**src/rtl/inst_fetch_ctrl_pkg.sv**
```systemverilog
// ============================================================================
// Package : fetch_pkg
// Shared widths, default reset pc and FSM state encoding for the fetch stage.
// Rev     : 1.0  initial release
// ============================================================================
`default_nettype none

package fetch_pkg;

   localparam int XLEN   = 64;
   localparam int INST_W = 32;

   localparam logic [XLEN-1:0] DEFAULT_RESET_PC = 64'h0000_0000_8000_0000;

   typedef enum logic [1:0] {
      ST_BOOT  = 2'd0,
      ST_FETCH = 2'd1,
      ST_HALT  = 2'd2
   } fetch_state_t;

endpackage : fetch_pkg

`default_nettype wire

```
**src/rtl/inst_fetch_ctrl_if.sv**
```systemverilog
// ============================================================================
// Interface : inst_fetch_ctrl_if
// Redirect, fetch-memory and IF/ID handshake signals of the fetch controller.
// Rev       : 1.0  initial release
// ============================================================================
`default_nettype none

interface inst_fetch_ctrl_if;
   import fetch_pkg::*;

   logic                redirect_valid;
   logic [XLEN-1:0]     redirect_pc;
   logic [XLEN-1:0]     inst_address;
   logic                ce;
   logic [INST_W-1:0]   inst;
   logic                out_valid;
   logic                out_ready;
   logic [XLEN-1:0]     out_pc;
   logic [INST_W-1:0]   out_inst;
   logic                misalign;

   modport master (
      input  redirect_valid, redirect_pc, inst, out_ready,
      output inst_address, ce, out_valid, out_pc, out_inst, misalign
   );

   modport slave (
      output redirect_valid, redirect_pc, inst, out_ready,
      input  inst_address, ce, out_valid, out_pc, out_inst, misalign
   );

endinterface : inst_fetch_ctrl_if

`default_nettype wire

```
**src/rtl/inst_fetch_ctrl_pc_reg.sv**
```systemverilog
// ============================================================================
// Module : pc_reg
// Program counter register; loads next_pc when load is set, else holds.
// Rev    : 1.0  initial release
// ============================================================================
`default_nettype none

module pc_reg
   import fetch_pkg::*;
#(
   parameter logic [XLEN-1:0] RESET_PC = DEFAULT_RESET_PC
) (
   input  logic            clock,
   input  logic            reset,
   input  logic            load,
   input  logic [XLEN-1:0] next_pc,
   output logic [XLEN-1:0] pc
);

   logic [XLEN-1:0] r_pc;

   always_ff @(posedge clock or posedge reset) begin
      if (reset) begin
         r_pc <= RESET_PC;
      end else if (load) begin
         r_pc <= next_pc;
      end
   end

   assign pc = r_pc;

endmodule : pc_reg

`default_nettype wire

```
**src/rtl/inst_fetch_ctrl.sv**
```systemverilog
// ============================================================================
// Module : inst_fetch_ctrl
// Fetch FSM, pc sequencing and IF/ID holding register with backpressure.
// Option : FETCH_MISALIGN_TRAP_EN -- halt on misaligned redirect target.
// Rev    : 1.0  initial release
// ============================================================================
`default_nettype none

module inst_fetch_ctrl
   import fetch_pkg::*;
#(
   parameter logic [XLEN-1:0] RESET_PC = DEFAULT_RESET_PC
) (
   input  logic               clock,
   input  logic               reset,
   inst_fetch_ctrl_if.master  bus
);

   fetch_state_t        r_state;
   fetch_state_t        w_next_state;
   logic                w_capture;
   logic [XLEN-1:0]     w_pc;
   logic [XLEN-1:0]     w_next_pc;
   logic [XLEN-1:0]     w_redirect_pc;
   logic                w_pc_load;
   logic                r_out_valid;
   logic [XLEN-1:0]     r_out_pc;
   logic [INST_W-1:0]   r_out_inst;

`ifdef FETCH_MISALIGN_TRAP_EN
   logic w_misaligned;
   logic r_misalign;

   assign w_misaligned  = bus.redirect_valid && (bus.redirect_pc[1:0] != 2'b00);
   assign w_redirect_pc = bus.redirect_pc;
`else
   // Low bits are dropped so every fetch address stays word aligned.
   assign w_redirect_pc = bus.redirect_pc & ~XLEN'(3);
`endif

   always_ff @(posedge clock or posedge reset) begin
      if (reset) begin
         r_state <= ST_BOOT;
      end else begin
         r_state <= w_next_state;
      end
   end

   always_comb begin
      w_next_state = r_state;
      w_capture    = 1'b0;
      case (r_state)
         ST_BOOT:  w_next_state = ST_FETCH;
         ST_FETCH: w_capture = !bus.redirect_valid && (!r_out_valid || bus.out_ready);
         ST_HALT:  if (bus.redirect_valid) w_next_state = ST_FETCH;
         default:  w_next_state = ST_BOOT;
      endcase
`ifdef FETCH_MISALIGN_TRAP_EN
      if (w_misaligned) begin
         w_next_state = ST_HALT;
      end
`endif
   end

   assign w_pc_load = bus.redirect_valid || w_capture;
   assign w_next_pc = bus.redirect_valid ? w_redirect_pc : (w_pc + XLEN'(4));

   pc_reg #(
      .RESET_PC (RESET_PC)
   ) u_pc_reg (
      .clock   (clock),
      .reset   (reset),
      .load    (w_pc_load),
      .next_pc (w_next_pc),
      .pc      (w_pc)
   );

   // A redirect squashes whatever is held, even under backpressure.
   always_ff @(posedge clock or posedge reset) begin
      if (reset) begin
         r_out_valid <= 1'b0;
         r_out_pc    <= '0;
         r_out_inst  <= '0;
      end else if (bus.redirect_valid) begin
         r_out_valid <= 1'b0;
      end else if (w_capture) begin
         r_out_valid <= 1'b1;
         r_out_pc    <= w_pc;
         r_out_inst  <= bus.inst;
      end else if (r_out_valid && bus.out_ready) begin
         r_out_valid <= 1'b0;
      end
   end

`ifdef FETCH_MISALIGN_TRAP_EN
   always_ff @(posedge clock or posedge reset) begin
      if (reset) begin
         r_misalign <= 1'b0;
      end else if (bus.redirect_valid) begin
         r_misalign <= w_misaligned;
      end
   end

   assign bus.misalign = r_misalign;
`else
   assign bus.misalign = 1'b0;
`endif

   assign bus.ce           = w_capture;
   assign bus.inst_address = w_pc;
   assign bus.out_valid    = r_out_valid;
   assign bus.out_pc       = r_out_pc;
   assign bus.out_inst     = r_out_inst;

endmodule : inst_fetch_ctrl

`default_nettype wire
```
**src/flat_wrapper.sv**
```systemverilog
// flat-port wrapper written by rule: the top's interface ports become plain ports
module inst_fetch_ctrl_flat import fetch_pkg::*;
#(
   parameter logic [XLEN-1:0] RESET_PC = DEFAULT_RESET_PC
)
  (clock, reset, bus_redirect_valid, bus_redirect_pc, bus_inst, bus_out_ready, bus_inst_address, bus_ce, bus_out_valid, bus_out_pc, bus_out_inst, bus_misalign);
  inst_fetch_ctrl_if bus_i ();
  input  logic clock;
  input  logic reset;
  input wire logic [$bits(bus_i.redirect_valid)-1:0] bus_redirect_valid;
  input wire logic [$bits(bus_i.redirect_pc)-1:0] bus_redirect_pc;
  input wire logic [$bits(bus_i.inst)-1:0] bus_inst;
  input wire logic [$bits(bus_i.out_ready)-1:0] bus_out_ready;
  output wire logic [$bits(bus_i.inst_address)-1:0] bus_inst_address;
  output wire logic [$bits(bus_i.ce)-1:0] bus_ce;
  output wire logic [$bits(bus_i.out_valid)-1:0] bus_out_valid;
  output wire logic [$bits(bus_i.out_pc)-1:0] bus_out_pc;
  output wire logic [$bits(bus_i.out_inst)-1:0] bus_out_inst;
  output wire logic [$bits(bus_i.misalign)-1:0] bus_misalign;
  assign bus_i.redirect_valid = bus_redirect_valid;
  assign bus_i.redirect_pc = bus_redirect_pc;
  assign bus_i.inst = bus_inst;
  assign bus_i.out_ready = bus_out_ready;
  assign bus_inst_address = bus_i.inst_address;
  assign bus_ce = bus_i.ce;
  assign bus_out_valid = bus_i.out_valid;
  assign bus_out_pc = bus_i.out_pc;
  assign bus_out_inst = bus_i.out_inst;
  assign bus_misalign = bus_i.misalign;
  inst_fetch_ctrl #(.RESET_PC(RESET_PC)) u_core (.clock(clock), .reset(reset), .bus(bus_i));
endmodule
```
**config.mk**
```make
export PLATFORM = sky130hd
export DESIGN_NAME = inst_fetch_ctrl_flat
export DESIGN_NICKNAME = d
export VERILOG_FILES = /design/src/rtl/inst_fetch_ctrl_pkg.sv /design/src/rtl/inst_fetch_ctrl_if.sv /design/src/rtl/inst_fetch_ctrl_pc_reg.sv /design/src/rtl/inst_fetch_ctrl.sv /design/src/flat_wrapper.sv
export SDC_FILE = /design/constraint.sdc
export NUM_CORES = 1
export LEC_CHECK = 0
export BUFFER_PORTS_ARGS = -buffer_cell sky130_fd_sc_hd__buf_2
export CORE_AREA = 8 8 132 134
export DETAILED_ROUTE_END_ITERATION = 10
export DIE_AREA = 0 0 140 142
export GPL_ROUTABILITY_DRIVEN = 0
export PLACE_DENSITY_LB_ADDON = 0.12
export SYNTH_ARGS = -nofsm -noshare
export SYNTH_HDL_FRONTEND = slang
export SYNTH_SLANG_ARGS = --single-unit
export TNS_END_PERCENT = 20
```
**constraint.sdc**
```tcl
create_clock -name clock -period 5.55 [get_ports clock]
set_input_delay 0.555 -clock clock [delete_from_list [all_inputs] [get_ports clock]]
set_output_delay 0.555 -clock clock [all_outputs]
set_load 0.005 [all_outputs]
```
==> results.md, run 1 <==
Pwr:
- The share of total power in the clock network is 37.2%.
- The sequential cell fraction of total power is 45.6%.
- The worst IR drop on VDD is 0.000234 V.
- The total power density per cell area is 342 nW/um2.
- In this run the static leakage power is 4.13 nW.
- Combinational cells account for 17.2% of the total power.
- The switching power as a share of total power is 26.6%.
- In this run the power spent charging and discharging nets is 0.859 mW.
- Internal power comes to 2.37 mW.

Floorplanning:
- The die height is 142 um.
- The die covers 19900 um2.
- The floorplan die width is 140 um.
- In this run the count of I/O pins placed on the die edge is 263.
- The floorplan step defined a core boundary enclosing 15400 um2.
- Once the floorplan was initialized, standard cells occupied 48.4% of the core.
- The number of rows in the core area is 46.

Synth:
- A synthesized cell averages 10.9 um2.
- The parity-gate share of the synthesized area counting xor and xnor cells is 3.17%.
- Of the post-synthesis cell area, the part taken by muxes is 14.3%.
- In this run, distinct cell masters in the synthesized netlist total 49.
- The synthesized netlist devotes 8.18% of its cell area to compound gates.
- The number of warning messages in the yosys log is 0.
- The synthesized area is 7470 um2.
- The number of instances in the synthesized netlist is 682.
- By area, the combinational part of the netlist is dominated by simple AND/OR/NAND/NOR gates.
- The simple logic cell fraction of the synthesized area is 17.7%.
- Of the total synthesized cell area, the portion taken by full adders, half adders and majority gates is 0.168%.
- The flop and latch count out of synthesis is 158.
- The sequential cell area fraction in the yosys report is 53.0%.

Layout:
- The final layout contains 1025 nets.
- The post-route netlist has 42.7% of its cells at a drive strength greater than 1.
- The synthesis-to-layout area growth is 26.5%.
- 0 antenna diodes ended up in the layout.
- The filler cells instantiated in the layout total 1354.

STA:
- The relative slew slack is 29.0%.
- The setup skew after layout is 0.00939 ns.
- After routing, the total negative slack on setup checks comes to 0 ns.
- For the finished layout, the period the worst path requires is 2.97 ns.
- The count of final hold-check violations is 0.
- In the finished design, the share of the clock period the worst path needs comes to 53.5%.
- At the pin with the least slew margin, the transition time is 1.06 ns.
- Setup slack closes at 2.58 ns.
- The final count of negative-setup-slack endpoints is 0.
- The highest attainable clock frequency is 337 MHz.
- Setup repair after global routing left no endpoint under its margin.
- The total count of max-transition violations in the final report is 0.

Drt:
- The routed layout has 6406 vias.
- For this run, design rule violations remaining after detail routing come to 0.
- Using the TritonRoute via totals, the vias-per-cell ratio works out to 5.68.
- The number of DRC violations after detailed-routing iteration 0 is 459.
- For this run, the detailed router's first-pass iteration total came to 5.
- The residual antenna-violating net count after detailed routing is 0.
- For this block, the routed nets add up to 21.8 mm of wire.
- After detailed routing, the average wire length per cell comes to 19.3 um.

Clock tree:
- The TritonCTS clock tree is done.
- The post-cts repair resize count is 0.
- The clock root buffer is sky130_fd_sc_hd__clkbuf_16.
- The count of clock tree sinks is 158.
- The number of post-CTS setup repair buffers is 0.
- Buffers inserted during clock tree synthesis total 17.
- The maximum clock path buffer count is 2.
- Clock-pin slew was measured on the worst setup and hold paths at 0.06 ns.
- The clock latency on the worst-skew pair is 0.42 ns.
- After clock tree synthesis, the flow added hold-fix buffers numbering 0.
- The H-tree depth is 4.

Global routing:
- The number of global-route vias before repair is 6683.
- After global routing the overflow that remains totals 0.
- Entering global routing, the biggest net connects 99 pins.
- The total global-route track usage is 22.3%.
- The number of antenna violations at the first check in global routing is 3.
- The first-pass GRT wire length is 35.4 mm.

Run status:
- The run finished with clean final reports.

Setup path:
- The count of cells along the worst register-to-register path is 5.
- Of all nets on the critical path, the largest fanout is 8.
- The library cell contributing the largest single delay on the critical path is sky130_fd_sc_hd__nor3_1.
- The launch point of the critical path is u_core.u_pc_reg.pc[3].
- The arrival time of the worst setup path is 3.31 ns.
- The reg-to-reg setup timing slack is 2.58 ns.
- Traced cell by cell, the critical path runs through nand3_1, nor3_1, nand3_1, or4_1, a31oi_1.
- The required time of the worst setup path is 5.89 ns.
- The endpoint identified for the worst register-to-register timing path is u_core.u_pc_reg.pc[47].
- The worst setup path is captured at a flip-flop.
- The worst setup path is launched from a flip-flop.
- In this run the critical register-to-register path is launched from u_core.u_pc_reg.pc[3].
- Among the stages of the critical path, the cell type that occurs most often is sky130_fd_sc_hd__nand3_1.
- Following the worst setup path forward leads to its endpoint at u_core.u_pc_reg.pc[47].
- The stage delay of the slowest cell on the critical path is 0.83 ns.
- The kind of critical path is reg -> reg.

Placement:
- The number of buffers inserted by port buffering is 255.
- The post-detailed-placement half-perimeter wirelength is 16.2 mm.
- At the placement stage, the worst setup path has a slack of 2.59 ns.

Job:
- The number of maximum-capacitance constraint violations is 0.

Worst hold path:
- The worst hold-check path type is in -> async.
-- critical path: cells and delay by family, from the launching register on --
family / cells / cell delay [ns]
AOI/OAI and AO/OA: 1 / 0.18
and+or+nand+nor: 4 / 2.23
DFF: 1 / 0.48
-- per-layer routing --
| metal | wire, um | global-route usage (%) |
|---|---|---|
| met1 | 8670 | 26.4 |
| met2 | 10800 | 36.7 |
| met3 | 1840 | 8.42 |
| met4 | 412 | 7.71 |
| met5 | 37 | 0 |
-- area by class of cell --
type	count	area [um2]	share of cell area [%]
clock buffers	21	470	4.98
clock inverters	10	136	1.44
inverters	15	61.3	0.649
multi-input cells	473	3280	34.7
flip-flops and latches	158	3960	41.9
well taps	192	240	2.54
repair buffers	259	1310	13.8
-- cells by family (layout without fill, tap and decap cells) --
logic type	count (synthesis)	in the layout
other	2	6
AOI/OAI and AO/OA	96	96
xor gates and xnor gates	27	27
adders and majority gates	1	1
buffers and inverters	55	305
DFF	158	158
and+or+nand+nor	248	248
muxes	95	95
-- layout by cell type, fill, tap and decap left out, drive strengths merged, types with 2 or more instances in the layout --
master,count
buf,259
dfrtp,157
mux2,94
nand2,56
nor2,52
o21ai,32
a31oi,30
nand3,29
or4,26
nand4,23
clkbuf,21
o31ai,19
inv,16
xnor2,15
nor4,13
xor2,12
or3,11
nor3,10
and4,9
conb,6
or2,4
nand3b,4
nand2b,3
a21oi,3
o31a,3
o41ai,3
clkinv,3
clkinvlp,3
bufinv,3
nor2b,2
and3,2
a31o,2
nand4b,2
-- Yosys cell counts (all sizes together) --
master	number	area share, %
xnor2	15	1.8
and4	9	1.1
dlygate4sd1	3	0.35
nand4	23	2.0
dfstp	1	0.35
nor3	10	0.67
nand2	56	2.8
a21oi	3	0.20
mux2i	1	0.13
nand3	29	1.9
clkbuf	26	1.3
nand3b	4	0.40
inv	15	0.75
a22oi	1	0.10
dfrtp	157	53
ha	1	0.17
or2	4	0.34
a21bo	1	0.13
mux2	94	14
a31oi	30	2.5
conb	2	0.10
a311oi	1	0.12
o31ai	19	1.9
or4b	1	0.13
nor2	52	2.6
and3	2	0.17
or3	11	1.0
o41ai	3	0.35
and2	1	0.084
a31o	2	0.23
a22o	1	0.12
xor2	12	1.4
nor2b	2	0.17
nand2b	3	0.25
buf	11	1.0
o21ai	32	2.1
or4	26	2.7
o31a	3	0.35
nand4b	2	0.23
nor4	13	1.1
-- worst min path at each step --
stage	from	to	slack, ns	cells after the start
after floorplan	u_core.bus.out_inst[19]	u_core.bus.out_inst[19]	0.51	1
after global placement	u_core.bus.out_pc[39]	u_core.bus.out_pc[39]	0.48	1
after detailed placement	u_core.bus.out_inst[21]	u_core.bus.out_inst[21]	0.49	1
after CTS	bus_redirect_pc[26]	u_core.u_pc_reg.pc[26]	0.32	3
after global routing	bus_redirect_pc[3]	u_core.u_pc_reg.pc[3]	0.33	3
final	reset	u_core.bus.out_inst[22]	0.29	2
-- power groups by stage --
stage / combinational (mW) / clock (mW) / sequential, mW
3_3_place_gp: 0.553 / 0 / 1.48
6_report: 0.555 / 1.20 / 1.47
4_1_cts: 0.568 / 1.22 / 1.47
5_1_grt: 0.617 / 1.27 / 1.50
2_1_floorplan: 0.267 / 0 / 1.48
3_5_place_dp: 0.567 / 0 / 1.49
-- stage by stage --
step	cell area, um2	power, mW	hold WS, ns	util, %	cells
2_1_floorplan	7480	1.75	0.505	-	686
3_3_place_gp	8840	2.03	0.484	57.3	1097
3_5_place_dp	8840	2.06	0.490	57.3	1097
4_1_cts	9450	3.26	0.322	61.2	1128
5_1_grt	9450	3.38	0.332	61.2	1128
6_report	9450	3.23	0.288	61.2	1128
Power figures use the tool's default switching activity.
==> run 2: changes to the inputs <==
--- a/config.mk
+++ b/config.mk
@@ -5,10 +5,11 @@
 export SDC_FILE = /design/constraint.sdc
 export NUM_CORES = 1
 export LEC_CHECK = 0
+export ABC_AREA = 1
 export BUFFER_PORTS_ARGS = -buffer_cell sky130_fd_sc_hd__buf_2
-export CORE_AREA = 8 8 132 134
+export CORE_AREA = 8 8 144 146
 export DETAILED_ROUTE_END_ITERATION = 10
-export DIE_AREA = 0 0 140 142
+export DIE_AREA = 0 0 152 154
 export GPL_ROUTABILITY_DRIVEN = 0
 export PLACE_DENSITY_LB_ADDON = 0.12
 export SYNTH_ARGS = -nofsm -noshare
==> constraint.sdc (replaced) <==
create_clock -name clock -period 2.7 [get_ports clock]
set_input_delay 0.27 -clock clock [delete_from_list [all_inputs] [get_ports clock]]
set_output_delay 0.27 -clock clock [all_outputs]
set_load 0.005 [all_outputs]
==> results.md, run 2 <==
Global routing:
- The number of global-route vias before repair is 8310 (+24%).
- The final global-route overflow total came to 0 (unchanged).
- The number of antenna violations at the first check in global routing is 1 (-2).
- The first-pass GRT wire length came to 46.1 mm (+30%).
- The total global-route track usage is 24.6% (+2.3 points).
- The maximum number of pins on one net before global-route repair was 78 (-21%).

Floorplanning:
- The effective utilization at floorplan is 46.2% (-2.2 points).
- The count of pins on the block boundary is 263 (unchanged).
- The die height is 154 um (+8.5%).
- The area enclosed by the die boundary was 23400 um2 (+18%).
- The number of rows in the core area is 50 (+8.7%).
- The total core area was 18500 um2 (+20%).
- The floorplan die width is 152 um (+8.6%).

Layout:
- The post-route standard cell area excluding fillers is 10700 um2 (+13%).
- The synthesis-to-layout area growth is 25.2%.
- The top cell types in the final layout, fill and taps aside, are sky130_fd_sc_hd__nand2_1, sky130_fd_sc_hd__buf_2, sky130_fd_sc_hd__dfrtp_1.
- The library cell used most frequently in the layout, excluding fill and tap cells, is sky130_fd_sc_hd__nand2_1.
- The fraction of layout cells with a size suffix above 1 is 24.4% (-18 points).
- The net count of the finished layout is 1529 (+49%).
- The area of all sequential standard cells is 3960 um2 (unchanged).
- The multi-input logic area is 3950 um2 (+21%).
- The layout filler cell count was 1839 (+36%).
- The final antenna diode count came to 0 (unchanged).

Clock tree:
- The H-tree depth is 4 (unchanged).
- The clock latency on the worst-skew pair is 0.43 ns (about the same).
- The root buffer cell chosen for the clock tree is sky130_fd_sc_hd__clkbuf_16.
- The clock buffer count from CTS is 17 (unchanged).
- TritonCTS built the clock tree.
- The clock transition at the register clock pins on the worst setup and hold paths after CTS came to 0.07 ns (about the same).
- The maximum clock path buffer count is 2 (unchanged).
- The count of clock tree sinks came to 158 (unchanged).
- The number of post-CTS setup repair buffers was 0 (unchanged).

STA:
- The slew of the pin with the lowest slew margin is 0.758 ns (-0.299 ns).
- The setup skew after layout is 0.0105 ns (+0.00107 ns).
- The total count of max-transition violations in the final report came to 0 (unchanged).
- The count of final hold-check violations is 0 (unchanged).
- The hold slack was 0.0393 ns (-0.249 ns).
- Setup repair after global routing left no endpoint under its margin.
- The relative slew slack was 49.4% (+20 points).
- The post-layout minimum cycle time is 2.13 ns.
- The final worst-path cycle share is 78.7%.
- The final count of negative-setup-slack endpoints is 0 (unchanged).
- Derived from the worst setup path, the maximum achievable clock frequency is 471 MHz.
- The setup TNS after final layout was 0 ns (unchanged).

Synth:
- The share of flip-flops with an asynchronous set or reset is 100% (unchanged).
- The number of synthesized flops with an enable pin is 0 (unchanged).
- The most common cell in the synthesized netlist is sky130_fd_sc_hd__nand2_1.
- The number of warning messages in the yosys log is 0 (unchanged).
- The count of cell types in the netlist is 41 (-16%).
- The most used flip-flop cell after synthesis is sky130_fd_sc_hd__dfrtp_1.
- The flop and latch count out of synthesis is 158 (unchanged).
- The sequential cell area fraction in the yosys report is 46.4% (-6.6 points).
- The number of instances in the synthesized netlist came to 1187 (+74%).
- The post-synthesis cell type with the largest combined area is sky130_fd_sc_hd__dfrtp_1.
- The average cell area after synthesis was 7.18 um2 (-34%).
- By count the netlist is led by sky130_fd_sc_hd__nand2_1, sky130_fd_sc_hd__dfrtp_1, sky130_fd_sc_hd__nor2_1.
- The top-area cell type share of the netlist area is 46.1% (-6.5 points).
- Yosys attributes the largest share of cell area to sky130_fd_sc_hd__dfrtp_1, sky130_fd_sc_hd__nand2_1, sky130_fd_sc_hd__nor2_1.
- The synthesized area was 8530 um2 (+14%).

Drt:
- The residual antenna-violating net count after detailed routing came to 0 (unchanged).
- The DRC violation count after routing is 0 (unchanged).
- The number of DRC violations after detailed-routing iteration 0 is 602 (+31%).
- The average routed wire per standard cell is 17.1 um (-11%).
- The count of TritonRoute iterations in the first routing pass is 5 (unchanged).
- The total detailed-routing wirelength is 28.7 mm (+32%).
- The number of vias per cell after detailed routing is 5.10 (-10%).
- The overall via count from detail_route was 8540 (+33%).

Setup path:
- The required time of the worst setup path came to 2.43 ns (-3.46 ns).
- The count of cells along the worst register-to-register path was 10 (+5).
- The arrival time of the worst setup path came to 1.86 ns (-1.45 ns).
- The worst setup path is captured at an output pin.
- The critical path in this run is classified as reg -> out.
- STA classifies the critical path startpoint as a flip-flop.
- The peak fanout along the critical path was 30 (+22).

Run status:
- The flow ran to the end, and the final reports show no timing, DRC or antenna violations.

Placement:
- The number of buffers inserted by port buffering is 255 (unchanged).
- The instance area at placement came to 10100 um2 (+14%).
- The post-detailed-placement half-perimeter wirelength is 21.5 mm (+32%).

Worst hold path:
- The path class of the tightest hold or removal check is in -> reg.
- The number of cells on the worst hold path is 3.

Pwr:
- The total power density per cell area was 660 nW/um2 (+93%).
- The leakage power of the design is 5.64 nW (+37%).
- The worst IR drop on VDD is 0.000435 V (+86%).

Job:
- The number of maximum-capacitance constraint violations was 0 (unchanged).
[run 2: cell types whose count changed after synthesis, sizes merged, moves of 26 or more]
cell and delta:
mux2 -94, o21ai +55, inv +90, nand3 +34, a31oi -28, nand2 +405, nor2 +109, or4 -26
a21oi +26
[run 2: worst paths after layout]
check	startpoint	to	slack [ns]
min reg2reg	u_core.bus.out_pc[28]	u_core.bus.out_pc[28]	0.46
max	u_core.bus.out_valid	bus_ce	0.57
max in group asynchronous	reset	u_core.bus.out_inst[4]	1.36
min	bus_inst[16]	u_core.bus.out_inst[16]	0.04
min in group asynchronous	reset	u_core.bus.out_pc[15]	0.52
max reg2reg	u_core.u_pc_reg.pc[3]	u_core.u_pc_reg.pc[60]	0.76
[run 2: kinds of logic (layout without fill, tap and decap cells)]
kind of cell | Yosys count | after routing | share of synthesized area, %
compound gates | 149 | 149 | 9.67
xor+xnor | 5 | 5 | 0.514
fa+ha+maj | 1 | 1 | 0.147
buf+inv | 157 | 406 | 7.53
flops | 158 | 158 | 46.4
other cells | 2 | 6 | 0.0881
simple gates | 715 | 715 | 35.7
[run 2: layout make-up]
class	count	area share, %
clock buffers	20	4.28
flip-flops and latches	158	37.1
repair buffers	269	13.7
clock inverters	11	1.44
inverters	106	3.79
multi-input cells	876	37.0
well taps	234	2.74
[run 2: critical path, stage by stage (launching register included)]
cell and delay, ns:
sky130_fd_sc_hd__dfrtp_1 0.38, sky130_fd_sc_hd__nand2_1 0.10, sky130_fd_sc_hd__nand2_2 0.06, sky130_fd_sc_hd__buf_4 0.20, sky130_fd_sc_hd__nor2_4 0.14, sky130_fd_sc_hd__buf_4 0.35
sky130_fd_sc_hd__buf_2 0.19
[run 2: power breakdown]
part	leakage, nW	switching, mW	internal (mW)
sequential	1.91	0.321	2.73
clock	0.294	1.04	1.51
combinational	3.43	0.854	0.592
[run 2: what timing repair did]
item,4_1_cts,5_1_grt
hold endpoints to repair,28,0
hold buffers,1,0
resized for setup,0,0
setup endpoints to repair,0,0
[run 2: per-layer routing]
layer | global-route usage, % | vias up | wire length [um]
met2 | 38.7 | 334 | 12900
met3 | 7.09 | 39 | 2340
met5 | 0 | - | 8
met1 | 32.3 | 3943 | 12900
li1 | - | 4222 | -
met4 | 7.23 | 2 | 498
[run 2: stage by stage]
stage	std cells	utilization (%)	setup WS [ns]	total power, mW
after detailed placement	1642	54.5	0.774	4.55
after global routing	1674	57.8	0.454	7.44
final	1674	57.8	0.575	7.05
after floorplan	1191	-	0.430	3.80
after global placement	1642	54.5	0.798	4.51
after CTS	1674	57.8	0.548	7.10
